$ cat src/rtl/axis_ramp_pkg.sv
// Shared types and width helpers for the AXI4-Stream ramp slave.
// Latency: n/a (types and constants only).
// Backpressure: n/a.
package axis_ramp_pkg;

    typedef enum logic {
        ST_IDLE = 1'b0,
        ST_RAMP = 1'b1
    } ramp_state_t;

    // One guard bit above the data width is needed so that target-value
    // never wraps, for both unsigned and two's-complement operands.
    localparam int DIFF_GUARD_BITS = 1;

    function automatic int diff_width(input int w);
        return w + DIFF_GUARD_BITS;
    endfunction

endpackage

$ cat src/rtl/axis_ramp_tick.sv
// Prescaler: asserts tick once every cfg_div+1 enabled cycles.
// Latency: tick is combinational from the cnt register; cnt updates each edge.
// Backpressure: none; clear restarts the period and suppresses tick that cycle.
//
// Ports: aclk/areset (sync, active-high), enable (count while high),
// clear (restart period), cfg_div (period minus 1, sampled live), tick.
module axis_ramp_tick #(
    parameter int DIV_WIDTH = 16
) (
    input  logic                 aclk,
    input  logic                 areset,
    input  logic                 enable,
    input  logic                 clear,
    input  logic [DIV_WIDTH-1:0] cfg_div,
    output logic                 tick
);

    logic [DIV_WIDTH-1:0] cnt;
    logic                 reached;

    // >= rather than == so that lowering cfg_div below cnt mid-period
    // still produces a tick on the next edge instead of a long wrap.
    assign reached = (cnt >= cfg_div);
    assign tick    = enable & ~clear & reached;

    always_ff @(posedge aclk) begin
        if (areset || clear || !enable || reached) begin
            cnt <= '0;
        end else begin
            cnt <= cnt + {{(DIV_WIDTH-1){1'b0}}, 1'b1};
        end
    end

endmodule

$ cat src/rtl/axis_ramp_slave.sv
// AXI4-Stream slave that slews value_out toward the last accepted target by cfg_step per tick.
// Latency: first step lands cfg_div+1 edges after the handshake, then every cfg_div+1 edges.
// Backpressure: s_axis_tready is high from the first edge out of reset; retargeting is always accepted.
//
// Ports: aclk, areset (sync, active-high), s_axis_tdata/tvalid/tready (target stream),
// cfg_step (step size, 0 = jump), cfg_div (tick period minus 1), value_out (registered),
// busy (ramping), done (one-cycle pulse when value_out reaches target).
// Build option: define AXIS_RAMP_SIGNED_EN to treat target and value_out as two's-complement.
module axis_ramp_slave
    import axis_ramp_pkg::*;
#(
    parameter int AXIS_TDATA_WIDTH = 32,
    parameter int STEP_WIDTH       = 16,
    parameter int DIV_WIDTH        = 16
) (
    input  logic                        aclk,
    input  logic                        areset,
    input  logic [AXIS_TDATA_WIDTH-1:0] s_axis_tdata,
    input  logic                        s_axis_tvalid,
    output logic                        s_axis_tready,
    input  logic [STEP_WIDTH-1:0]       cfg_step,
    input  logic [DIV_WIDTH-1:0]        cfg_div,
    output logic [AXIS_TDATA_WIDTH-1:0] value_out,
    output logic                        busy,
    output logic                        done
);

    localparam int W  = AXIS_TDATA_WIDTH;
    localparam int DW = diff_width(AXIS_TDATA_WIDTH);

    ramp_state_t   state, state_nxt;
    logic [W-1:0]  target, target_nxt, value_nxt;
    logic          done_nxt;
    logic          hs;
    logic          tick;
    logic [DW-1:0] diff, mag, step_ext;
    logic [W-1:0]  step_w;
    logic          toward_neg;

    assign hs   = s_axis_tvalid & s_axis_tready;
    assign busy = (state == ST_RAMP);

    axis_ramp_tick #(
        .DIV_WIDTH (DIV_WIDTH)
    ) u_tick (
        .aclk    (aclk),
        .areset  (areset),
        .enable  (busy),
        .clear   (hs),
        .cfg_div (cfg_div),
        .tick    (tick)
    );

`ifdef AXIS_RAMP_SIGNED_EN
    assign diff = {target[W-1], target} - {value_out[W-1], value_out};
`else
    assign diff = {1'b0, target} - {1'b0, value_out};
`endif

    // diff is a W+1 bit signed quantity; its magnitude always fits in W+1
    // unsigned bits, so comparing against the step cannot overflow.
    assign toward_neg = diff[DW-1];
    assign mag        = toward_neg ? ({DW{1'b0}} - diff) : diff;
    assign step_ext   = {{(DW-STEP_WIDTH){1'b0}}, cfg_step};
    assign step_w     = step_ext[W-1:0];

    always_comb begin
        state_nxt  = state;
        target_nxt = target;
        value_nxt  = value_out;
        done_nxt   = 1'b0;
        if (hs) begin
            // A new target pre-empts any tick on this edge, including a final one.
            target_nxt = s_axis_tdata;
            state_nxt  = ST_RAMP;
        end else if (tick) begin
            if ((cfg_step == '0) || (mag <= step_ext)) begin
                // Clamp onto the target: no overshoot and no wrap-around.
                value_nxt = target;
                state_nxt = ST_IDLE;
                done_nxt  = 1'b1;
            end else if (toward_neg) begin
                value_nxt = value_out - step_w;
            end else begin
                value_nxt = value_out + step_w;
            end
        end
    end

    always_ff @(posedge aclk) begin
        if (areset) begin
            state         <= ST_IDLE;
            target        <= '0;
            value_out     <= '0;
            done          <= 1'b0;
            s_axis_tready <= 1'b0;
        end else begin
            state         <= state_nxt;
            target        <= target_nxt;
            value_out     <= value_nxt;
            done          <= done_nxt;
            s_axis_tready <= 1'b1;
        end
    end

endmodule
$ cat config.mk
export PLATFORM = sky130hd
export DESIGN_NAME = axis_ramp_slave
export DESIGN_NICKNAME = d
export VERILOG_FILES = /design/src/rtl/axis_ramp_pkg.sv /design/src/rtl/axis_ramp_tick.sv /design/src/rtl/axis_ramp_slave.sv
export SDC_FILE = /design/constraint.sdc
export NUM_CORES = 1
export LEC_CHECK = 0
export ABC_AREA = 1
export CAP_MARGIN = 10
export CORE_MARGIN = 2
export CORE_UTILIZATION = 45
export CTS_CLUSTER_DIAMETER = 30
export CTS_CLUSTER_SIZE = 40
export DETAILED_ROUTE_END_ITERATION = 8
export PLACE_DENSITY = 0.66
export SLEW_MARGIN = 20
export SYNTH_ARGS = -nofsm -noshare
export SYNTH_HDL_FRONTEND = slang
export SYNTH_SLANG_ARGS = --single-unit
$ cat constraint.sdc
create_clock -name aclk -period 5.3 [get_ports aclk]
set_input_delay 1.06 -clock aclk [delete_from_list [all_inputs] [get_ports aclk]]
set_output_delay 1.06 -clock aclk [all_outputs]
set_load 0.005 [all_outputs]
==> results_dict.tcl, run 1 <==
set metrics [dict create \
    cts_buffers 9 \
    slowest_stage "o31ai_1" \
    fin_skew_ns 0.00968 \
    clkTransAtPathRegs_ns 0.07 \
    setup_viol 0 \
    drcViolationCount 0 \
    regArea_sq_mm 0.00166 \
    tightest_slew_ns 1.06 \
    final_core_util 0.544 \
    cp_max_fo 7 \
    hold_buffers 0 \
    grt_usage 0.265 \
    cts_sinks 83 \
    drive_gt1_frac 0.0645 \
    p_per_area_mw_per_mm2 227 \
    postSynthCellCount 1760 \
    clock_latency_ns 0.35 \
    gp_congestion 0.978 \
    synth_enable_flop_cells 0 \
    ir_drop_v 0.000152 \
    syn_area_per_cell_sq_um 5.75 \
    final-hold-violation-count 0 \
    overflow 0 \
    period_needed_ns 4.95 \
    vias 11100 \
    drv_cap 0 \
    max_stage_delay_ns 0.42 \
    dp_hpwl_microns 25900 \
    start_util 0.461 \
    grt_max_degree 54 \
    fin_crit_sh 0.933 \
    via_per_inst 5.15 \
    crit_arrival_ns 5.24 \
    critical_path_class "register to register" \
    yosys_warnings 0 \
    root_buffer "clkbuf_16" \
    wirelength_microns 31700 \
    netlist.area_leader.share 0.195 \
    cts_buffer_depth 2 \
    maxSlewHeadroom 0.294 \
    syn-cell-area_sq_mm 0.0101 \
    crit_path_end_kind "register" \
    nets 2038 \
    antenna_found_initial 0 \
    ys_seq_area_frac 0.164 \
    status "completed" \
    fmax_mhz 202 \
    firstDrtPassIters 6 \
    synthFlopType "dfxtp_1" \
    cts_tree "built" \
    yosys_register_bits 83 \
    synth_top_cell_by_area "nand2_1" \
    drtIter0Drc 782 \
    top_level_ports 102 \
    async_flop_share 0 \
    grt_pass1_vias 10400 \
    wl_per_cell_microns 14.7 \
    synth_common_cells "nand2_1, inv_1, nor2_1" \
    die_area_sq_mm 0.0237 \
    worst_hold_path_type "register to register" \
    htreeDepth 3 \
    slew_viol_final 0 \
    yosys-top-cells-area "nand2_1, dfxtp_1, ha_1" \
    p_leak_uw 0.00652 \
    cp-start-kind "register" \
    critical_path.most_common_cell "nand2_1" \
    crit_required_ns 5.60 \
    syn_to_final_growth_pct 18.1 \
    yosysUniqueCellTypes 48 \
    syn-num-nets 1928 \
    n_antenna_cell 0 \
    die_x_microns 154 \
    std_cell_rows 54 \
    grt_pass1_wl_microns 51100 \
    final.fill_count 2291 \
    port_buffers 101 \
    synth.most_common_cell "nand2_1" \
    ant_nets 0 \
    core_sq_mm 0.0220 \
    multi_input_area_sq_mm 0.00720 \
    whs_ns 0.468 \
    die_h_microns 154 \
]
==> cell type report <==
class | instances | share of cell area
clock inverters | 7 | 0.00691
clock buffers | 9 | 0.0188
multi-input cells | 1337 | 0.602
well taps | 280 | 0.0293
flip-flops and latches | 83 | 0.139
inverters | 303 | 0.0955
repair buffers | 136 | 0.108
==> logic make-up (layout without fill, tap and decap cells) <==
kind of cell               count (synthesis)  after routing  share of synthesized area
and+or+nand+nor                          992            994                      0.427
buffers and inverters                    342            455                      0.130
xor gates and xnor gates                  64             64                     0.0554
AOI/OAI and AO/OA                        178            178                     0.0972
adders and majority gates                101            101                      0.126
DFF                                       83             83                      0.164
==> placed cells by master, fill, tap and decap left out, drive strengths merged, types with 3 or more instances in the layout <==
cell           netlist  layout
nor2               210     210
nor4                 3       3
xnor2               12      12
a31oi                8       8
clkdlybuf4s50        0     101
and2                 5       5
nand2              544     546
buf                 20      35
ha                  99      99
a21o                 5       5
nand4               53      53
o21a                 3       3
o21ai               61      61
nor3                19      19
nand3b               9       9
a21oi               79      79
a211oi               5       5
clkbuf              19       9
xor2                52      52
dfxtp               83      83
inv                302     305
nand3              141     141
nor3b                3       3
o21bai               7       7
==> power by group <==
part	total [uW]	switching [uW]	internal, uW
clock network	658	284	374
logic	1390	885	501
registers	663	22.5	641
==> routing by layer <==
metal  share of wire  up-vias  track usage
met2            0.44      277        0.423
li1                -     5809            -
met5               0        -            0
met3           0.049       34       0.0318
met1            0.50     4989        0.380
met4           0.014        0       0.0654
==> registers in the layout (all words and copies together), names as in the netlist <==
register,count
s_axis_tready,1
target,32
u_tick.cnt,16
done,1
busy,1
value_out,32
==> stage by stage <==
stage                     instance area, sq um  setup slack (ns)  setup TNS, ns  total power, uW  cells
after global routing                     12000         -0.000412      -0.000412             2940   2155
after floorplan                          10100             0.636              0             1690   1760
after global placement                   11500            0.0422              0             2010   2132
after CTS                                11800             0.143              0             2690   2148
after detailed placement                 11500            0.0463              0             2030   2132
final                                    12000             0.353              0             2710   2155
==> worst max-delay path: cells and delay by family (launching register included) <==
kind,cells,cell delay [ns]
AO/OA/AOI/OAI,6,1.38
XOR/XNOR,2,0.30
adder cells (fa/ha/maj),3,1.00
flip-flops,1,0.34
AND/OR/NAND/NOR,15,1.27
buffers and inverters,5,0.59
==> final timing paths <==
check	endpoint	depth (start not counted)	slack, ns	from
setup / recovery	value_out[26]	31	0.35	target[0]
hold / removal	u_tick.cnt[0]	1	0.47	u_tick.cnt[0]
setup reg to reg	value_out[26]	31	0.35	target[0]
hold reg to reg	u_tick.cnt[0]	1	0.47	u_tick.cnt[0]
==> repair_timing <==
item / CTS / global route
setup endpoints to repair: 0 / 34
gates resized for setup: 0 / 17
buffers inserted: 0 / 5
hold endpoints to repair: 0 / 0
Note: power is estimated with default switching activity, not from simulation.
==> run 2: changes to the inputs <==
Settings changed: CTS_BUF_LIST set to sky130_fd_sc_hd__clkbuf_4 sky130_fd_sc_hd__clkbuf_8, HOLD_SLACK_MARGIN set to 0.08.
==> run 2 against run 1 <==
  * Clock power decreased by 25%
  * Combinational power about the same
  * Total power decreased by 6.1%
  * Die area unchanged
  * Via count increased by 0.23%
  * Flip-flop and latch count unchanged
  * Critical path depth unchanged
  * First-iteration DRC count decreased by 1.0%
  * Routed wire length decreased by 0.31%
  * Highest routed layer unchanged
==> results_dict.tcl, run 2 (synthesized netlist as in run 1, its figures left out) <==
set metrics [dict create \
    dp_hpwl_microns 25900 \
    clock_latency_ns 0.39 \
    rsz0062_at_grt "false" \
    max_stage_delay_ns 0.40 \
    final-hold-violation-count 0 \
    core_sq_mm 0.0220 \
    drcViolationCount 0 \
    std_cell_rows 54 \
    gp_congestion 0.978 \
    maxSlewHeadroom 0.301 \
    start_util 0.461 \
    cp-start-kind "register" \
    final_core_util 0.539 \
    grt-busiest-layer "met2" \
    antenna_found_initial 0 \
    fmax_mhz 203 \
    vias 11100 \
    drv_cap 0 \
    whs_ns 0.475 \
    crit_path_end_kind "register" \
    hold_buffers 0 \
    wl_per_cell_microns 14.7 \
    cts_buffers 9 \
    crit_arrival_ns 5.26 \
    drtIter0Drc 774 \
    setup_viol 0 \
    nets 2038 \
    grtUsageMet3 0.0321 \
    ir_drop_v 0.000102 \
    ant_nets 0 \
    tightest_slew_ns 1.05 \
    die_x_microns 154 \
    top_regs "target x32, value_out x32, u_tick.cnt x16" \
    setup-tns-final_ns 0 \
    grt_max_degree 54 \
    critical_path_class "register to register" \
    period_needed_ns 4.93 \
    syn_to_final_growth_pct 17.0 \
    crit_family "simple AND/OR/NAND/NOR gates" \
    drive_gt1_frac 0.0640 \
    clkTransAtPathRegs_ns 0.10 \
    grt_pass1_wl_microns 50900 \
    grt_pass1_vias 10400 \
    via_per_inst 5.17 \
    cts_buffer_depth 2 \
    overflow 0 \
    status "completed" \
    slowest_stage "o31ai_1" \
    die_area_sq_mm 0.0237 \
    port_buffers 101 \
    mostFrequentLayoutCell "nand2_1" \
    cp_max_fo 7 \
    cts_tree "built" \
    slew_viol_final 0 \
    root_buffer "clkbuf_8" \
    wirelength_microns 31600 \
    mostFrequentLayoutCells "nand2_1, inv_1, nor2_1" \
    crit_buf_inv 5 \
    grt_usage 0.264 \
    cts_sinks 83 \
    worst_hold_path_type "register to register" \
    met1_usage 0.378 \
    die_h_microns 154 \
    critical_path.most_common_cell "nand2_1" \
    top_level_ports 102 \
    p_per_area_mw_per_mm2 215 \
    worst-r2r-setup-slack_ns 0.37 \
    final.fill_count 2305 \
    firstDrtPassIters 5 \
    fin_skew_ns 0.0154 \
    htreeDepth 3 \
    grtUsageMet2 0.420 \
    n_antenna_cell 0 \
    p_leak_uw 0.00648 \
    crit_required_ns 5.63 \
    fin_crit_sh 0.931 \
]
==> run 2: cell types whose count changed in the layout (fill, tap and decap cells not counted) <==
cell       previous run  this run
clkbuf_8              0         9
a2111oi_1             0         1
clkbuf_16             9         0
a2111oi_2             1         0
==> run 2: path summary, 6_finish.rpt <==
| path | start | endpoint | cells after the start |
|---|---|---|---|
| max | target[0] | value_out[26] | 31 |
| min | u_tick.cnt[0] | u_tick.cnt[0] | 1 |
| max reg2reg | target[0] | value_out[26] | 31 |
| min reg2reg | u_tick.cnt[0] | u_tick.cnt[0] | 1 |
==> run 2: cell type report <==
type | count | area [sq um] | share of cell area
clock inverter | 7 | 82.6 | 0.00697
multi-input combinational | 1337 | 7200 | 0.607
sequential | 83 | 1660 | 0.140
timing repair buffer | 136 | 1290 | 0.109
inverter | 303 | 1140 | 0.0963
clock buffer | 9 | 124 | 0.0105
tap | 280 | 350 | 0.0296
==> run 2: per-layer routing <==
layer | routed length, microns | part of all wire | vias up
met5 | 0 | 0 | -
met2 | 13800 | 0.44 | 302
met4 | 421 | 0.013 | 0
li1 | - | - | 5804
met1 | 15800 | 0.50 | 4997
met3 | 1620 | 0.051 | 31
==> run 2: what timing repair did <==
action,4_1_cts,5_1_grt
gates resized for setup,0,16
buffers inserted,0,5
endpoints found under the setup margin,0,34
==> run 2: power by group <==
group / total, uW / switching (uW) / internal (uW)
clock network: 492 / 266 / 227
registers: 663 / 22.1 / 641
logic: 1390 / 886 / 501
total: 2540 / 1170 / 1370
==> run 2: through the flow <==
stage	setup slack [ns]	total power, uW	cell area [sq um]	std cells
floorplan	0.636	1690	10100	1760
global placement	0.0422	2010	11500	2132
detailed placement	0.0463	2030	11500	2132
CTS	0.170	2520	11700	2148
global route	0.00414	2770	11800	2155
finish	0.365	2540	11800	2155
==> run 3: changes to the inputs <==
Settings changed: CAP_MARGIN 10 to unset.
==> results of run 3 <==
No change in the layout: final DEF, timing and power equal those of run 2.
